$ cat src/rtl/map_pkg.sv
// ---------------------------------------------------------------------------
// map_pkg
// Shared types and default constants for the occupancy map update path.
//   cell_t       : signed log-odds cell at the default width
//   map_state_t  : updater FSM states (ACTIVE, CLEARING)
//   MAP_*        : default geometry and log-odds increments/bounds
// ---------------------------------------------------------------------------
package map_pkg;

    localparam int MAP_ADDR_WIDTH = 10;   // 32x32 grid
    localparam int MAP_DATA_WIDTH = 8;
    localparam int MAP_L_OCC      = 8;
    localparam int MAP_L_FREE     = 3;
    localparam int MAP_L_MAX      = 100;
    localparam int MAP_L_MIN      = -100;

    typedef logic signed [MAP_DATA_WIDTH-1:0] cell_t;

    typedef enum logic {
        ACTIVE   = 1'b0,
        CLEARING = 1'b1
    } map_state_t;

endpackage

$ cat src/rtl/log_odds_saturate.sv
// ---------------------------------------------------------------------------
// log_odds_saturate
// Combinational log-odds step: adds +L_OCC (occupied) or -L_FREE (free) to a
// signed cell value and clamps the result to [L_MIN, L_MAX].
//   cell_i    in  DATA_WIDTH : current signed cell value
//   is_free_i in  1          : 1 = subtract L_FREE, 0 = add L_OCC
//   cell_o    out DATA_WIDTH : updated, saturated cell value
// ---------------------------------------------------------------------------
module log_odds_saturate
    import map_pkg::*;
#(
    parameter int DATA_WIDTH = MAP_DATA_WIDTH,
    parameter int L_OCC      = MAP_L_OCC,
    parameter int L_FREE     = MAP_L_FREE,
    parameter int L_MAX      = MAP_L_MAX,
    parameter int L_MIN      = MAP_L_MIN
) (
    input  logic [DATA_WIDTH-1:0] cell_i,
    input  logic                  is_free_i,
    output logic [DATA_WIDTH-1:0] cell_o
);

    localparam logic signed [DATA_WIDTH:0] OCC_W  = (DATA_WIDTH+1)'(L_OCC);
    localparam logic signed [DATA_WIDTH:0] FREE_W = (DATA_WIDTH+1)'(L_FREE);
    localparam logic signed [DATA_WIDTH:0] MAX_W  = (DATA_WIDTH+1)'(L_MAX);
    localparam logic signed [DATA_WIDTH:0] MIN_W  = (DATA_WIDTH+1)'(L_MIN);

    logic signed [DATA_WIDTH:0] ext;
    logic signed [DATA_WIDTH:0] delta;
    logic signed [DATA_WIDTH:0] sum;

    // One extra bit of headroom keeps the sum exact; the clamp also pulls
    // stored values that already sit outside the bounds back into range.
    always_comb begin
        ext   = {cell_i[DATA_WIDTH-1], cell_i};
        delta = is_free_i ? -FREE_W : OCC_W;
        sum   = ext + delta;
        if (sum > MAX_W) begin
            cell_o = MAX_W[DATA_WIDTH-1:0];
        end else if (sum < MIN_W) begin
            cell_o = MIN_W[DATA_WIDTH-1:0];
        end else begin
            cell_o = sum[DATA_WIDTH-1:0];
        end
    end

endmodule

$ cat src/rtl/occupancy_map_updater.sv
// ---------------------------------------------------------------------------
// occupancy_map_updater
// Two-stage read-modify-write of log-odds cells in a simple dual-port RAM,
// one update per cycle, plus a whole-map clear sweep.
//   clock, reset        : rising-edge clock, async active-low reset
//   req_valid/req_ready : update request handshake
//   req_addr, req_is_free : target cell and free/occupied tag
//   clear               : pulse requesting a whole-map zero sweep
//   busy                : update in flight, clear pending or sweep active
//   mem_rd_en/addr/data : RAM read port (data one cycle after strobe)
//   mem_we/wr_addr/wr_data : RAM write port
// ---------------------------------------------------------------------------
module occupancy_map_updater
    import map_pkg::*;
#(
    parameter int ADDR_WIDTH = MAP_ADDR_WIDTH,
    parameter int DATA_WIDTH = MAP_DATA_WIDTH,
    parameter int L_OCC      = MAP_L_OCC,
    parameter int L_FREE     = MAP_L_FREE,
    parameter int L_MAX      = MAP_L_MAX,
    parameter int L_MIN      = MAP_L_MIN
) (
    input  logic                  clock,
    input  logic                  reset,
    input  logic                  req_valid,
    output logic                  req_ready,
    input  logic [ADDR_WIDTH-1:0] req_addr,
    input  logic                  req_is_free,
    input  logic                  clear,
    output logic                  busy,
    output logic                  mem_rd_en,
    output logic [ADDR_WIDTH-1:0] mem_rd_addr,
    input  logic [DATA_WIDTH-1:0] mem_rd_data,
    output logic                  mem_we,
    output logic [ADDR_WIDTH-1:0] mem_wr_addr,
    output logic [DATA_WIDTH-1:0] mem_wr_data
);

    map_state_t state_q, state_d;

    logic                  clear_pending_q, clear_pending_d;
    logic [ADDR_WIDTH-1:0] cnt_q, cnt_d;

    logic                  s1_valid_q, s1_valid_d;
    logic [ADDR_WIDTH-1:0] s1_addr_q, s1_addr_d;
    logic                  s1_free_q, s1_free_d;

    // Copy of the previous cycle's write, used to bypass the RAM's
    // old-data behaviour on read-during-write.
    logic                  fwd_valid_q;
    logic [ADDR_WIDTH-1:0] fwd_addr_q;
    logic [DATA_WIDTH-1:0] fwd_data_q;

    logic                  accept;
    logic                  sweep_last;
    logic [DATA_WIDTH-1:0] operand;
    logic [DATA_WIDTH-1:0] upd_data;

    log_odds_saturate #(
        .DATA_WIDTH (DATA_WIDTH),
        .L_OCC      (L_OCC),
        .L_FREE     (L_FREE),
        .L_MAX      (L_MAX),
        .L_MIN      (L_MIN)
    ) u_sat (
        .cell_i    (operand),
        .is_free_i (s1_free_q),
        .cell_o    (upd_data)
    );

    // ---------------- FSM: state register ----------------
    always_ff @(posedge clock or negedge reset) begin
        if (!reset) begin
            state_q <= ACTIVE;
        end else begin
            state_q <= state_d;
        end
    end

    // ---------------- FSM: next state ----------------
    always_comb begin
        sweep_last = (state_q == CLEARING) && (cnt_q == '1);
        state_d    = state_q;
        case (state_q)
            ACTIVE: begin
                // Sweep starts only once the update stage has drained.
                if ((clear || clear_pending_q) && !s1_valid_q) begin
                    state_d = CLEARING;
                end
            end
            CLEARING: begin
                if (sweep_last) begin
                    state_d = ACTIVE;
                end
            end
            default: state_d = ACTIVE;
        endcase
    end

    // ---------------- FSM: outputs / datapath ----------------
    always_comb begin
        req_ready   = (state_q == ACTIVE) && !clear_pending_q && !clear;
        accept      = req_valid && req_ready;
        mem_rd_en   = accept;
        mem_rd_addr = req_addr;

        operand = (fwd_valid_q && (fwd_addr_q == s1_addr_q)) ? fwd_data_q
                                                             : mem_rd_data;

        if (state_q == CLEARING) begin
            mem_we      = 1'b1;
            mem_wr_addr = cnt_q;
            mem_wr_data = '0;
        end else begin
            mem_we      = s1_valid_q;
            mem_wr_addr = s1_addr_q;
            mem_wr_data = upd_data;
        end

        busy = s1_valid_q || clear_pending_q || (state_q == CLEARING);
    end

    // ---------------- pipeline / sweep next state ----------------
    always_comb begin
        s1_valid_d = accept;
        s1_addr_d  = accept ? req_addr    : s1_addr_q;
        s1_free_d  = accept ? req_is_free : s1_free_q;

        clear_pending_d = clear_pending_q;
        if (sweep_last) begin
            clear_pending_d = 1'b0;
        end else if (clear && (state_q == ACTIVE)) begin
            clear_pending_d = 1'b1;
        end

        cnt_d = (state_q == CLEARING) ? cnt_q + 1'b1 : '0;
    end

    always_ff @(posedge clock or negedge reset) begin
        if (!reset) begin
            clear_pending_q <= 1'b0;
            cnt_q           <= '0;
            s1_valid_q      <= 1'b0;
            s1_addr_q       <= '0;
            s1_free_q       <= 1'b0;
            fwd_valid_q     <= 1'b0;
            fwd_addr_q      <= '0;
            fwd_data_q      <= '0;
        end else begin
            clear_pending_q <= clear_pending_d;
            cnt_q           <= cnt_d;
            s1_valid_q      <= s1_valid_d;
            s1_addr_q       <= s1_addr_d;
            s1_free_q       <= s1_free_d;
            fwd_valid_q     <= mem_we;
            fwd_addr_q      <= mem_wr_addr;
            fwd_data_q      <= mem_wr_data;
        end
    end

endmodule

$ cat config.mk
export PLATFORM = sky130hd
export DESIGN_NAME = occupancy_map_updater
export DESIGN_NICKNAME = d
export VERILOG_FILES = /design/src/rtl/map_pkg.sv /design/src/rtl/log_odds_saturate.sv /design/src/rtl/occupancy_map_updater.sv
export SDC_FILE = /design/constraint.sdc
export NUM_CORES = 1
export LEC_CHECK = 0
export BUFFER_PORTS_ARGS = -buffer_cell sky130_fd_sc_hd__clkbuf_2
export CAP_MARGIN = 20
export CORE_MARGIN = 3
export CORE_UTILIZATION = 40
export DETAILED_ROUTE_END_ITERATION = 10
export GPL_ROUTABILITY_DRIVEN = 0
export PLACE_DENSITY = 0.64
export SLEW_MARGIN = 20
export SYNTH_ARGS = -nofsm -noshare
export SYNTH_HDL_FRONTEND = slang
export SYNTH_HIERARCHICAL = 1
export SYNTH_SLANG_ARGS = --single-unit
$ cat constraint.sdc
create_clock -name clock -period 7.8 [get_ports clock]
set_input_delay 0 -clock clock [delete_from_list [all_inputs] [get_ports clock]]
set_output_delay 0 -clock clock [all_outputs]
set_load 0.005 [all_outputs]
==> results.json <==
{
  "netlist_area_um2": 2430,
  "row_count": 27,
  "n_antenna_cell": 0,
  "hpwl_mm": 3.81,
  "drc": 0,
  "fmax_mhz": 245,
  "root_buffer": "clkbuf_8",
  "yosys_register_bits": 43,
  "antenna_found_initial": 0,
  "die_w_um": 84.0,
  "io_pins": 55,
  "max_slew_margin_pct": 37.1,
  "drv_slew": 0,
  "yosys.cell_count.top_type": "dfrtp_1",
  "start_util_pct": 42.6,
  "core_um2": 5710,
  "slowest_delay_ns": 0.48,
  "rsz0062_at_grt": "no",
  "cp.depth": 14,
  "io_buffers": 54,
  "fin_crit_ns": 4.08,
  "hold_depth": 2,
  "area.sequential_um2": 1080,
  "tightest_slew_ns": 0.943,
  "dp_slack_ns": 4.06,
  "finalCritPeriodShare_pct": 52.3,
  "startpoint_type": "flop",
  "timing.rr.end": "fwd_data_q[4]",
  "drive_above_1_share_pct": 34.8,
  "critPathCapture": "mem_wr_data[4]",
  "crit_arrival_ns": 4.08,
  "track_usage_pct": 15.7,
  "grt_first_pass_wirelength_mm": 8.89,
  "yosys_warnings": 6,
  "insertion_delay_ns": 0.30,
  "synthTopCellsByCount": "dfrtp_1, mux2_2, xnor2_1",
  "finalNetCount": 312,
  "setup_viol": 0,
  "crit_chain": "xnor2_1 -> nand4_1 -> nor3_4 -> mux2_2 -> ha_1 -> ha_1 -> a211oi_2 -> o31ai_2 -> a221o_2 -> inv_4 -> o22ai_1 -> a221oi_1 -> nor2b_1 -> clkbuf_2",
  "leakage_nw": 1.36,
  "synthXorXnorAreaFrac_pct": 7.91,
  "path_common_cell": "ha_1",
  "crit_fanout": 10,
  "dr_total_vias": 1836,
  "finalSetupTns_ns": 0,
  "synth.area.top_cells": "dfrtp_1, mux2_2, xnor2_1",
  "first_global_vias": 1878,
  "grt_max_degree": 44,
  "worst_setup_path_end_kind": "output port",
  "wl_mm": 5.29,
  "die_area_um2": 7060,
  "yosysTopAreaCell": "dfrtp_1",
  "crit_type": "reg -> out",
  "yosysSeqAreaShare_pct": 44.2,
  "synth_fp_nets": 254,
  "hold_viol_final": 0,
  "yosys.area.top_type_share_pct": 44.2,
  "cts.clk_slew.worst_paths_ns": 0.08,
  "synth.area.mux_share_pct": 14.2,
  "synth_edf_count": 0,
  "drt.antenna.violating_nets": 0,
  "synth_top_family_by_area": "simple AND/OR/NAND/NOR gates",
  "timing.rr.start": "s1_addr_q[5]",
  "synth-adder-area-share_pct": 4.93,
  "synth_top_flop_cell": "dfrtp_1",
  "synth_cell_types": 42,
  "rrSetupSlack_ns": 4.07,
  "post_cts_buffers": 0,
  "fin_util_pct": 51.0,
  "critPathBufInv": 2,
  "cp_data_required_time_ns": 7.80,
  "crit_start": "s1_addr_q[5]",
  "multi_input_area_um2": 1220,
  "synth_cells": 223,
  "maxCapViolCount": 0,
  "area_growth_pct": 19.6,
  "synth_area_per_cell_um2": 10.9,
  "first_iter_violations": 96,
  "pwr_density_cell_nw_per_um2": 154,
  "first_pass_iters": 4,
  "path_delay_family": "compound AO/OA/AOI/OAI gates",
  "cts_made_buffers": 5,
  "run_status": "finished clean",
  "ff2ff_path_depth": 13,
  "grt_overflow_total": 0,
  "hp-class": "in -> reg",
  "ir_drop_mv": 0.0739,
  "worst_slack_ns": 3.72,
  "cts_tree": "done",
  "cts_sinks": 43,
  "slowest_stage": "nor3_4",
  "hold_start": "req_valid",
  "die_h_um": 84.0,
  "wl_per_cell_um": 14.9,
  "yosys.area_share.simple_pct": 15.6,
  "nFillCells": 565,
  "via_per_inst": 5.19,
  "htreeDepth": 2,
  "synth_compound_area_share_pct": 7.40,
  "clockBufferDepth": 2,
  "skew_ns": 0.00462,
  "ys_async_sr_fraction_pct": 100
}
where the power goes:
part           internal [W]  switching (W)  leakage [nW]
logic             0.0000366      0.0000422         0.765
registers          0.000225     0.00000226         0.555
clock network     0.0000627      0.0000784        0.0412
metrics by stage:
stage          std cells  cell area (um^2)  total power [W]  hold WS (ns)
2_1_floorplan        223              2430         0.000286        -0.296
3_3_place_gp         333              2700         0.000304         0.184
3_5_place_dp         333              2700         0.000305         0.184
4_1_cts              354              2910         0.000451         0.289
5_1_grt              354              2910         0.000473         0.294
6_report             354              2910         0.000447         0.278
logic make-up after synthesis:
family / count (synthesis)
flip-flops: 43
AND/OR/NAND/NOR: 66
adder cells (fa/ha/maj): 10
AO/OA/AOI/OAI: 26
multiplexers: 31
buffers and inverters: 25
XOR/XNOR: 22
worst reg2reg max path: stages, from the launching register on:
cell	delay (ns)
dfrtp_1	0.41
xnor2_1	0.20
nand4_1	0.21
nor3_4	0.48
mux2_2	0.40
ha_1	0.24
ha_1	0.23
a211oi_2	0.29
o31ai_2	0.13
a221o_2	0.41
inv_4	0.12
o22ai_1	0.10
a221oi_1	0.24
nor2b_1	0.21
timing repair:
action | CTS | global route
endpoints found under the hold margin | 55 | 0
gates resized for setup | 0 | 0
hold buffers | 13 | 0
state kept, by name (all words and copies together), names as in the netlist:
| register | count |
|---|---|
| clear_pending_q | 1 |
| cnt_q | 10 |
| fwd_addr_q | 10 |
| fwd_data_q | 8 |
| fwd_valid_q | 1 |
| s1_addr_q | 10 |
| s1_free_q | 1 |
| s1_valid_q | 1 |
| state_q | 1 |
how the worst min path moves through the flow:
| stage | end |
|---|---|
| 6_report | s1_valid_q |
| 5_1_grt | s1_valid_q |
| 4_1_cts | s1_valid_q |
| 3_5_place_dp | mem_rd_addr[3] |
| 3_3_place_gp | mem_rd_addr[1] |
| 2_1_floorplan | clear_pending_q |
placed cells by master (no fill, tap or decap), types with 4 or more instances in the layout:
master and n:
a21oi_1 6, and2_1 8, clkbuf_2 53, clkbuf_8 5, dfrtp_1 43, dlygate4sd3_1 13, ha_1 8, inv_1 7
mux2_2 29, nand2_1 6, nand3_1 12, nand4_1 5, nor2_1 6, nor2b_1 13, nor3_1 4, o21ai_0 4
o22ai_1 5, xnor2_1 17, xor2_1 5
area by class of cell:
class,count,share of cell area [%]
multi-input cells,155,41.9
inverters,8,1.12
clock inverters,2,0.430
flip-flops and latches,43,37.0
clock buffers,6,2.49
well taps,72,3.09
repair buffers,68,14.0
per-layer routing:
layer	global-route usage (%)	vias to the layer above	share of wire, %	routed length (um)
met5	0	-	0	0
met4	8.04	0	2.3	123
met3	3.06	11	4.0	209
met2	25.0	49	50	2640
met1	20.2	879	44	2310
li1	-	897	-	-
(Power assumes the default switching activity.)
